--- src/rtl/genius_speed_ctrl_pkg.sv ---
// Shared types for the Genius tempo path: game FSM states and the level type.
package genius_pkg;

   typedef enum logic [1:0] {
      ST_IDLE = 2'd0,
      ST_RUN  = 2'd1,
      ST_OVER = 2'd2
   } state_e;

   typedef logic [1:0] level_t;

   localparam level_t LVL_MAX = 2'd3;

endpackage

--- src/rtl/genius_speed_ctrl_if.sv ---
// Event and tempo bus between the game controller, the speed scheduler and the LED timing logic.
interface genius_speed_ctrl_if;
   logic       start_i;
   logic       round_ok_i;
   logic       game_over_i;
   logic [3:0] tick_o;
   logic [1:0] level_o;
   logic       sel_tick_o;
   logic       pend_o;
   logic       max_o;
   logic [1:0] state_o;

   modport slave (
      input  start_i, round_ok_i, game_over_i,
      output tick_o, level_o, sel_tick_o, pend_o, max_o, state_o
   );

   modport master (
      output start_i, round_ok_i, game_over_i,
      input  tick_o, level_o, sel_tick_o, pend_o, max_o, state_o
   );
endinterface

--- src/rtl/genius_speed_ctrl_clk_div_tick.sv ---
// Free-running divide-by-DIV tick enable; the tick is decoded from the counter register only.
module clk_div_tick #(
   parameter int DIV = 8
) (
   input  logic clk_i,
   input  logic rst_i,
   input  logic clr_i,
   output logic tick_o
);
   localparam int W = (DIV > 1) ? $clog2(DIV) : 1;
   localparam logic [W-1:0] LAST = W'(DIV - 1);

   logic [W-1:0] cnt_q, cnt_d;

   always_comb begin
      cnt_d = cnt_q + W'(1);
      if (clr_i || cnt_q == LAST) cnt_d = '0;
   end

   always_ff @(posedge clk_i) begin
      if (rst_i) cnt_q <= '0;
      else       cnt_q <= cnt_d;
   end

   assign tick_o = (cnt_q == LAST);
endmodule

--- src/rtl/genius_speed_ctrl.sv ---
// Genius tempo scheduler: four level ticks, game FSM, round counter and tick-aligned level application.
module genius_speed_ctrl
   import genius_pkg::*;
#(
   parameter int DIV0             = 50_000_000,
   parameter int DIV1             = 37_500_000,
   parameter int DIV2             = 25_000_000,
   parameter int DIV3             = 12_500_000,
   parameter int ROUNDS_PER_LEVEL = 4
) (
   input  logic                  clk_i,
   input  logic                  rst_i,
   genius_speed_ctrl_if.slave    bus
);
   localparam int RW = (ROUNDS_PER_LEVEL > 1) ? $clog2(ROUNDS_PER_LEVEL) : 1;
   localparam logic [RW-1:0] RND_LAST = RW'(ROUNDS_PER_LEVEL - 1);

   state_e        state_q, state_d;
   level_t        level_q, level_d;
   level_t        pend_q, pend_d;
   logic [RW-1:0] rnd_q, rnd_d;
   logic [3:0]    tick;
   logic          apply, clr;

   // All dividers restart together so the first period after a change is full length.
   for (genvar k = 0; k < 4; k++) begin : g_div
      localparam int D = (k == 0) ? DIV0 : (k == 1) ? DIV1 : (k == 2) ? DIV2 : DIV3;
      clk_div_tick #(.DIV(D)) u_div (
         .clk_i (clk_i),
         .rst_i (rst_i),
         .clr_i (clr),
         .tick_o(tick[k])
      );
   end

   assign apply = (state_q == ST_RUN) && tick[level_q] && (pend_q != level_q);
   assign clr   = bus.start_i || apply;

   always_comb begin
      state_d = state_q;
      level_d = level_q;
      pend_d  = pend_q;
      rnd_d   = rnd_q;
      if (apply) level_d = pend_q;
      if (bus.start_i) begin
         state_d = ST_RUN;
         level_d = '0;
         pend_d  = '0;
         rnd_d   = '0;
      end else if (state_q == ST_RUN) begin
         if (bus.game_over_i) begin
            state_d = ST_OVER;
         end else if (bus.round_ok_i) begin
            if (rnd_q == RND_LAST) begin
               rnd_d = '0;
               if (pend_q != LVL_MAX) pend_d = pend_q + 2'd1;
            end else begin
               rnd_d = rnd_q + RW'(1);
            end
         end
      end
   end

   always_ff @(posedge clk_i) begin
      if (rst_i) begin
         state_q <= ST_IDLE;
         level_q <= '0;
         pend_q  <= '0;
         rnd_q   <= '0;
      end else begin
         state_q <= state_d;
         level_q <= level_d;
         pend_q  <= pend_d;
         rnd_q   <= rnd_d;
      end
   end

   assign bus.tick_o     = tick;
   assign bus.level_o    = level_q;
   assign bus.sel_tick_o = (state_q == ST_RUN) && tick[level_q];
   assign bus.pend_o     = (pend_q != level_q);
   assign bus.max_o      = (level_q == LVL_MAX);
   assign bus.state_o    = state_q;
endmodule

--- src/flat_wrapper.sv ---
// flat-port wrapper written by rule: the top's interface ports become plain ports
module genius_speed_ctrl_flat import genius_pkg::*;
#(
   parameter int DIV0             = 50_000_000,
   parameter int DIV1             = 37_500_000,
   parameter int DIV2             = 25_000_000,
   parameter int DIV3             = 12_500_000,
   parameter int ROUNDS_PER_LEVEL = 4
)
  (clk_i, rst_i, bus_start_i, bus_round_ok_i, bus_game_over_i, bus_tick_o, bus_level_o, bus_sel_tick_o, bus_pend_o, bus_max_o, bus_state_o);
  genius_speed_ctrl_if bus_i ();
  input  logic clk_i;
  input  logic rst_i;
  input wire logic [$bits(bus_i.start_i)-1:0] bus_start_i;
  input wire logic [$bits(bus_i.round_ok_i)-1:0] bus_round_ok_i;
  input wire logic [$bits(bus_i.game_over_i)-1:0] bus_game_over_i;
  output wire logic [$bits(bus_i.tick_o)-1:0] bus_tick_o;
  output wire logic [$bits(bus_i.level_o)-1:0] bus_level_o;
  output wire logic [$bits(bus_i.sel_tick_o)-1:0] bus_sel_tick_o;
  output wire logic [$bits(bus_i.pend_o)-1:0] bus_pend_o;
  output wire logic [$bits(bus_i.max_o)-1:0] bus_max_o;
  output wire logic [$bits(bus_i.state_o)-1:0] bus_state_o;
  assign bus_i.start_i = bus_start_i;
  assign bus_i.round_ok_i = bus_round_ok_i;
  assign bus_i.game_over_i = bus_game_over_i;
  assign bus_tick_o = bus_i.tick_o;
  assign bus_level_o = bus_i.level_o;
  assign bus_sel_tick_o = bus_i.sel_tick_o;
  assign bus_pend_o = bus_i.pend_o;
  assign bus_max_o = bus_i.max_o;
  assign bus_state_o = bus_i.state_o;
  genius_speed_ctrl #(.DIV0(DIV0), .DIV1(DIV1), .DIV2(DIV2), .DIV3(DIV3), .ROUNDS_PER_LEVEL(ROUNDS_PER_LEVEL)) u_core (.clk_i(clk_i), .rst_i(rst_i), .bus(bus_i));
endmodule
--- config.mk ---
export PLATFORM = sky130hd
export DESIGN_NAME = genius_speed_ctrl_flat
export DESIGN_NICKNAME = d
export VERILOG_FILES = /design/src/rtl/genius_speed_ctrl_pkg.sv /design/src/rtl/genius_speed_ctrl_if.sv /design/src/rtl/genius_speed_ctrl_clk_div_tick.sv /design/src/rtl/genius_speed_ctrl.sv /design/src/flat_wrapper.sv
export SDC_FILE = /design/constraint.sdc
export NUM_CORES = 1
export LEC_CHECK = 0
export CAP_MARGIN = 40
export CORE_ASPECT_RATIO = 0.7
export CORE_MARGIN = 1.5
export CORE_UTILIZATION = 50
export CTS_BUF_LIST = sky130_fd_sc_hd__clkbuf_8
export DETAILED_ROUTE_END_ITERATION = 6
export PLACE_DENSITY = 0.7
export SLEW_MARGIN = 20
export SYNTH_ARGS = -nofsm -noshare
export SYNTH_HDL_FRONTEND = slang
export SYNTH_HIERARCHICAL = 1
export SYNTH_SLANG_ARGS = --single-unit
export TNS_END_PERCENT = 5
--- constraint.sdc ---
create_clock -name clk_i -period 2.7 [get_ports clk_i]
set_input_delay 0.27 -clock clk_i [delete_from_list [all_inputs] [get_ports clk_i]]
set_output_delay 0.27 -clock clk_i [all_outputs]
set_load 0.05 [all_outputs]
; Word-level counts from Yosys, hierarchy flattened
; Cells that the tools add are included.
[totals]
register_bits = 109
input_bits = 5
output_inout_bits = 11
wordCells = 50
[op_classes]
addsub = 6
order_cmp = 1
n_eq_ne = 9
n_mux = 6
bitwise = 1
reduce_logical = 18
[ops]
columns = op, count
row1 = $add 26x1->26 const B, 2
row2 = $eq 26x26->1 const B, 2
row3 = $add 25x1->25 const B, 1
row4 = $eq 25x25->1 const B, 1
row5 = $add 24x1->24 const B, 1
row6 = $eq 24x24->1 const B, 1
row7 = $reduce_or 2->1, 5
row8 = $logic_or 1x1->1, 5
row9 = $reduce_and 5->1, 1
row10 = $add 2x1->2 const B, 2
row11 = $eq 2x2->1 const B, 2
row12 = $mux 1, 4
row13 = $reduce_and 2->1, 2
row14 = $reduce_bool 2->1, 2
row15 = $lt 2x3->1 const B, 1
row16 = $reduce_and 3->1, 1
row17 = $bmux 1 s2, 1
row18 = $eq 2x1->1 const B, 1
row19 = $logic_and 1x1->1, 2
row20 = $mux 2, 1
row21 = $ne 2x2->1, 1
row22 = $ne 2x2->1 const B, 1
row23 = $not 1->1, 1

; Depth between registers and ports, before layout
[depth]
ltp_word = 8
mapped_depth = 12
mapped_depth_nobuf = 11

; Hierarchy
; Netlist, hierarchy kept.
[by_module_without_submodules]
columns = module, instances, cells_per_inst, area_each_um2
row1 = clk_div_tick (u_core.g_div[0].u_div), 1, 144, 1249.9
row2 = clk_div_tick (u_core.g_div[1].u_div), 1, 146, 1228.7
row3 = clk_div_tick (u_core.g_div[2].u_div), 1, 132, 1203.7
row4 = clk_div_tick (u_core.g_div[3].u_div), 1, 132, 1163.6
row5 = genius_speed_ctrl, 1, 49, 429.2

; Worst setup path after synthesis
; OpenSTA, ideal clock, no wires.
[synth_timing]
path_type = reg2reg
start = register u_core.g_div[3].u_div.cnt_q[9]
end = register u_core.g_div[1].u_div.cnt_q[10]
setup_ns = 0.128
arrival_ns = 3.602
required_time_ns = 2.572
slack_ns = -1.029
path_stages_with_launch = 12
path_buffers = 1
path_cell_list = dfxtp_1 > or4b_1 > or4_4 > nor2_1 > mux2i_1 > o22a_2 > inv_2 > a21o_1 > nor2_1 > o21ai_1 > clkbuf_1 > nor2_1
[synth_via]
elab_chain_cells = 8
[synth_lines]
columns = item, line
row1 = from (decl), genius_speed_ctrl_clk_div_tick.sv:13  ; logic [W-1:0] cnt_q, cnt_d;
row2 = from (signal assigned), genius_speed_ctrl_clk_div_tick.sv:22  ; else cnt_q <= cnt_d;
row3 = $eq 24x24->1, genius_speed_ctrl_clk_div_tick.sv:25  ; assign tick_o = (cnt_q == LAST);
row4 = via bus_tick_o[3], flat_wrapper.sv:17  ; output wire logic [$bits(bus_i.tick_o)-1:0] bus_tick_o;
row5 = $bmux 1 s2, --
row6 = $mux 1, --
row7 = $logic_and 1x1->1, --
row8 = via bus_sel_tick_o, flat_wrapper.sv:19  ; output wire logic [$bits(bus_i.sel_tick_o)-1:0] bus_sel_tick_o;
row9 = $logic_and 1x1->1, genius_speed_ctrl.sv:36  ; assign apply = (state_q == ST_RUN) && tick[level_q] && (pend_q != level_q);
row10 = $logic_or 1x1->1, genius_speed_ctrl.sv:37  ; assign clr = bus.start_i || apply;
row11 = via u_core.clr, genius_speed_ctrl.sv:23  ; logic apply, clr;
row12 = $logic_or 1x1->1, genius_speed_ctrl_clk_div_tick.sv:17  ; if (clr_i || cnt_q == LAST) cnt_d = '0;
row13 = $reduce_or 2->1 (no line), --
row14 = to (signal assigned), genius_speed_ctrl_clk_div_tick.sv:22
row15 = to (decl), genius_speed_ctrl_clk_div_tick.sv:13
; The timed path passes the listed nets, and every way through them passes these cells. The select of a mux whose other input is x is not followed.
; A chain may end at the register's enable or synchronous reset.

; Worst setup path after layout
[layout_timing]
start = register u_core.g_div[3].u_div.cnt_q[22]
end = output port bus_sel_tick_o
[layout_via]
elab_chain_cells = 4
[layout_lines]
columns = item, line
row1 = $eq 24x24->1, genius_speed_ctrl_clk_div_tick.sv:25
row2 = $bmux 1 s2, genius_speed_ctrl.sv:80  ; assign bus.sel_tick_o = (state_q == ST_RUN) && tick[level_q];
row3 = $mux 1 (not written as such), genius_speed_ctrl.sv:80
row4 = $logic_and 1x1->1, genius_speed_ctrl.sv:80
row5 = to (decl), flat_wrapper.sv:19
; Every way passes these cells. The select of a mux whose other input is x is not followed.

==> report_table.html <==
<table>
<tr><th>Metric</th><th>Value</th></tr>
<tr><th colspan="2">Worst setup path</th></tr>
<tr><td>Kind of end point of the critical path</td><td>output pin</td></tr>
<tr><td>R2r startpoint</td><td>u_core/g_div[3].u_div/cnt_q[22]$_SDFF_PP0_</td></tr>
<tr><td>Max incr delay on CP</td><td>520 ps</td></tr>
<tr><td>Signal arrival time at the worst endpoint</td><td>2430 ps</td></tr>
<tr><td>Slowest cell on the critical path</td><td>or4b_4</td></tr>
<tr><td>Worst EP required</td><td>2430 ps</td></tr>
<tr><td>Worst reg2reg setup slack</td><td>70 ps</td></tr>
<tr><td>Worst setup path class</td><td>reg2out</td></tr>
<tr><td>CP Cell Sequence</td><td>or4b_4 -&gt; or4_4 -&gt; nor2_4 -&gt; mux2i_1 -&gt; o22a_2 -&gt; inv_6 -&gt; buf_12</td></tr>
<tr><td>Critical R2R Capture</td><td>u_core/g_div[2].u_div/cnt_q[24]$_SDFF_PP0_</td></tr>
<tr><td>Depth of the worst register-to-register path</td><td>11</td></tr>
<tr><td>Launching element type of the critical path</td><td>register</td></tr>
<tr><td>Largest fanout on the critical path</td><td>3</td></tr>
<tr><th colspan="2">Route</th></tr>
<tr><td>Routed Wire Length</td><td>11.2 mm</td></tr>
<tr><td>Routed Antenna Nets</td><td>0</td></tr>
<tr><td>Total number of vias</td><td>4483</td></tr>
<tr><td>Via-per-instance ratio</td><td>5.85</td></tr>
<tr><td>1st-pass router iterations</td><td>5</td></tr>
<tr><td>Violation count after the first detailed-routing iteration</td><td>261</td></tr>
<tr><td>Routed wire length per instance</td><td>14.6 microns</td></tr>
<tr><td>DRC viols</td><td>0</td></tr>
<tr><th colspan="2">Power and ir drop</th></tr>
<tr><td>Worst voltage drop across the vdd grid</td><td>0.262 mV</td></tr>
<tr><td>Clock Power Share</td><td>0.398</td></tr>
<tr><td>Leakage</td><td>0.00186 uW</td></tr>
<tr><td>Cell internal power dissipation</td><td>2190 uW</td></tr>
<tr><td>Relative contribution of sequential cells to total power</td><td>0.570</td></tr>
<tr><td>Switching portion of total power</td><td>0.231</td></tr>
<tr><td>Switching component of the power</td><td>656 uW</td></tr>
<tr><td>Share of power burned in combinational logic</td><td>0.031</td></tr>
<tr><td>Overall power</td><td>2840 uW</td></tr>
<tr><td>Total power per unit cell area</td><td>475 mW/mm^2</td></tr>
<tr><th colspan="2">Global route</th></tr>
<tr><td>Global-route congestion overflow total</td><td>0</td></tr>
<tr><td>First-pass GRT wire length</td><td>18.0 mm</td></tr>
<tr><td>Maximum number of pins on one net before global-route repair</td><td>27</td></tr>
<tr><td>Vias in the first global route</td><td>3876</td></tr>
<tr><td>Overall track demand over capacity in global routing</td><td>0.197</td></tr>
<tr><td>Antenna violations before repair</td><td>0</td></tr>
<tr><th colspan="2">Yosys</th></tr>
<tr><td>Syn Inst Count</td><td>603</td></tr>
<tr><td>Share of synthesized flip-flops with an asynchronous set or reset</td><td>0</td></tr>
<tr><td>Number of warnings reported in the yosys synthesis log</td><td>6</td></tr>
<tr><td>FF+latch count, synth</td><td>109</td></tr>
<tr><td>Post-Syn Area</td><td>0.00528 sq mm</td></tr>
<tr><td>Syn Nets</td><td>614</td></tr>
<tr><td>Number of different library cells in the post-synthesis netlist</td><td>53</td></tr>
<tr><td>Number of flops mapped to enable cells by yosys</td><td>0</td></tr>
<tr><td>Leading register cell type out of synthesis</td><td>dfxtp_1</td></tr>
<tr><td>Fraction of the yosys area taken by sequential cells</td><td>0.414</td></tr>
<tr><td>Mean area per synthesized cell</td><td>8.75 sq um</td></tr>
<tr><th colspan="2">Timing</th></tr>
<tr><td>Share of the cycle needed by the critical path after routing</td><td>1.00</td></tr>
<tr><td>Setup repair after global routing missed its margin</td><td>true</td></tr>
<tr><td>Setup clock skew after layout</td><td>12.1 ps</td></tr>
<tr><td>PnR worst setup slack</td><td>-0.420 ps</td></tr>
<tr><td>Transition time at the pin with the least slew margin</td><td>565 ps</td></tr>
<tr><td>Final TNS setup</td><td>-0.420 ps</td></tr>
<tr><td>Total count of hold-check failures in the final report</td><td>0</td></tr>
<tr><td>Max Clock Freq</td><td>370 MHz</td></tr>
<tr><td>Total count of max-transition violations in the final report</td><td>0</td></tr>
<tr><td>Relative max-transition margin</td><td>0.622</td></tr>
<tr><td>Minimum period implied by the final worst setup slack</td><td>2700 ps</td></tr>
<tr><td>Endpoints failing setup</td><td>1</td></tr>
<tr><th colspan="2">Hold path</th></tr>
<tr><td>Worst hold path endpoint</td><td>u_core/rnd_q[1]$_SDFFE_PP0P_</td></tr>
<tr><td>Min-delay src</td><td>u_core/rnd_q[1]$_SDFFE_PP0P_</td></tr>
<tr><td>Number of cells traversed by the worst hold path</td><td>2</td></tr>
<tr><td>Path type of the worst min-delay path</td><td>reg2reg</td></tr>
<tr><th colspan="2">Cells and area</th></tr>
<tr><td>Most common library cell in the layout ignoring fill and taps</td><td>dfxtp_1</td></tr>
<tr><td>N_diodes</td><td>0</td></tr>
<tr><td>Multi-input gate area in the final layout</td><td>0.00299 sq mm</td></tr>
<tr><td>Post-route non-filler standard cell count</td><td>766</td></tr>
<tr><td>Number of nets in the final layout</td><td>640</td></tr>
<tr><td>Area growth from synthesis to layout</td><td>13.6%</td></tr>
<tr><td>Leading cell types in the layout, fill and taps excluded</td><td>dfxtp_1, nor2_1, a21oi_1, nand2_1, xnor2_1</td></tr>
<tr><td>Fraction of final layout cells with drive strength greater than 1</td><td>0.131</td></tr>
<tr><td>Post-route design area</td><td>0.00599 sq mm</td></tr>
<tr><td>Sequential cell area</td><td>0.00219 sq mm</td></tr>
<tr><td>Number of filler instances in the final layout</td><td>930</td></tr>
<tr><th colspan="2">Clock network</th></tr>
<tr><td>Total number of clock tree sinks</td><td>109</td></tr>
<tr><td>TritonCTS clock tree</td><td>yes</td></tr>
<tr><td>Clock buffers created by TritonCTS</td><td>9</td></tr>
<tr><td>Clock insertion delay at the later pin of the skew report</td><td>390 ps</td></tr>
<tr><td>Depth of the CTS H-tree</td><td>3</td></tr>
<tr><td>Clk Tree Root Cell</td><td>clkbuf_8</td></tr>
<tr><td>Worst-path clk slew</td><td>100 ps</td></tr>
<tr><td>Maximum number of buffers from clock root to sink</td><td>2</td></tr>
<tr><th colspan="2">Placed design</th></tr>
<tr><td>Count of buffers inserted at the top-level ports</td><td>15</td></tr>
<tr><td>RD Place Congestion</td><td>0.814</td></tr>
<tr><td>Pre-CTS setup slack</td><td>-5.52 ps</td></tr>
<tr><td>Detailed placement HPWL</td><td>7.68 mm</td></tr>
<tr><td>Number of placed cells counting well taps</td><td>744</td></tr>
<tr><td>Post-placement cell area</td><td>0.00566 sq mm</td></tr>
<tr><th colspan="2">Floorplanning</th></tr>
<tr><td>IO Pins</td><td>16</td></tr>
<tr><td>Width of the die</td><td>126 microns</td></tr>
<tr><td>Die height</td><td>88.9 microns</td></tr>
<tr><td>Core Rows</td><td>31</td></tr>
<tr><td>Core Area</td><td>0.0103 sq mm</td></tr>
<tr><td>Starting density of the core</td><td>0.511</td></tr>
<tr><td>Die Area</td><td>0.0112 sq mm</td></tr>
<tr><th colspan="2">Run status</th></tr>
<tr><td>Failing checks</td><td>negative setup slack</td></tr>
<tr><td>Result of the run</td><td>finished, violations left</td></tr>
<tr><th colspan="2">Run</th></tr>
<tr><td>Max_cap viols</td><td>0</td></tr>
</table>
## critical path, delay by kind of cell, from the launching register on
family / cells / cell delay (ps)
buffers and inverters: 2 / 210
and+or+nand+nor: 3 / 1130
DFF: 1 / 330
muxes: 1 / 90
AOI/OAI and AO/OA: 1 / 290
## registers in the layout (all words and copies together), names as in the netlist
| signal | cells |
|---|---|
| u_core/pend_q | 2 |
| u_core/bus.level_o | 2 |
| u_core/g_div.u_div/cnt_q | 101 |
| u_core/bus.state_o | 2 |
| u_core/rnd_q | 2 |
## cell families after synthesis
| logic type | Yosys count | synth area share |
|---|---|---|
| and+or+nand+nor | 298 | 0.327 |
| xor gates and xnor gates | 54 | 0.0897 |
| DFF | 109 | 0.414 |
| AOI/OAI and AO/OA | 96 | 0.115 |
| muxes | 4 | 0.00759 |
| adders and majority gates | 6 | 0.0142 |
| buffers and inverters | 36 | 0.0327 |
## worst max-delay path by stage
stage                     cells after the start                                        from                                    endpoint  slack [ps]
after global placement                       10   u_core/g_div[3].u_div/cnt_q[7]$_SDFF_PP0_  u_core/g_div[2].u_div/cnt_q[13]$_SDFF_PP0_         120
after global routing                          7  u_core/g_div[3].u_div/cnt_q[22]$_SDFF_PP0_                              bus_sel_tick_o         -90
after floorplan                              11  u_core/g_div[3].u_div/cnt_q[22]$_SDFF_PP0_  u_core/g_div[1].u_div/cnt_q[24]$_SDFF_PP0_        -140
final                                         7  u_core/g_div[3].u_div/cnt_q[22]$_SDFF_PP0_                              bus_sel_tick_o        -0.4
after detailed placement                     11   u_core/g_div[3].u_div/cnt_q[7]$_SDFF_PP0_  u_core/g_div[0].u_div/cnt_q[24]$_SDFF_PP0_          -6
after CTS                                    11  u_core/g_div[3].u_div/cnt_q[22]$_SDFF_PP0_  u_core/g_div[0].u_div/cnt_q[22]$_SDFF_PP0_         -20
## area by class of cell
type | count | area share
Multi-Input combinational cell | 459 | 0.499
Inverter | 17 | 0.0115
Sequential cell | 109 | 0.365
Clock buffer | 9 | 0.0207
Timing Repair Buffer | 33 | 0.0583
Tap cell | 132 | 0.0276
Clock inverter | 7 | 0.0175
## metal layers
metal	track usage	share of wire	up-vias
li1	-	-	2262
met1	0.256	0.48	2139
met2	0.330	0.47	71
met3	0.0515	0.042	11
met4	0.0585	0.0098	0
met5	0	0	-
## cell usage after synthesis (all sizes together), types with 2 or more instances
library cell / count / area, sq um
a21oi: 47 / 246
and2: 3 / 18.8
and3: 10 / 63.8
and4: 10 / 91.3
buf: 11 / 78.8
clkbuf: 8 / 30.0
dfxtp: 109 / 2180
ha: 6 / 75.1
inv: 17 / 63.8
mux2i: 4 / 40.0
nand2: 40 / 150
nand2b: 2 / 12.5
nand3: 32 / 175
nand4: 32 / 270
nor2: 79 / 297
nor3: 11 / 55.1
nor4: 11 / 68.8
nor4bb: 3 / 30.0
o21ai: 17 / 96.3
o31ai: 28 / 229
o41ai: 2 / 17.5
or2: 4 / 25.0
or3: 20 / 126
or4: 30 / 244
or4b: 3 / 30.0
xnor2: 33 / 289
xor2: 21 / 184
## power by group through the flow
| stage | sequential (uW) | combinational (uW) | clock [uW] |
|---|---|---|---|
| global placement | 1660 | 67.6 | 0 |
| finish | 1620 | 89.3 | 1130 |
| detailed placement | 1660 | 73.2 | 0 |
| floorplan | 1660 | 50.7 | 0 |
| global route | 1620 | 98.3 | 1230 |
| CTS | 1620 | 73.4 | 1160 |
## stage by stage
stage               hold slack, ps   util
CTS                            474  0.571
global route                   510  0.581
detailed placement             457  0.549
floorplan                      342      -
finish                         473  0.581
global placement               442  0.546
## what timing repair did
item / in CTS / in global routing
setup buffers: 0 / 3
hold buffers: 0 / 0
setup endpoints to repair: 29 / 80
gates cloned: 0 / 3
resized for setup: 3 / 8
(Power assumes the default switching activity.)
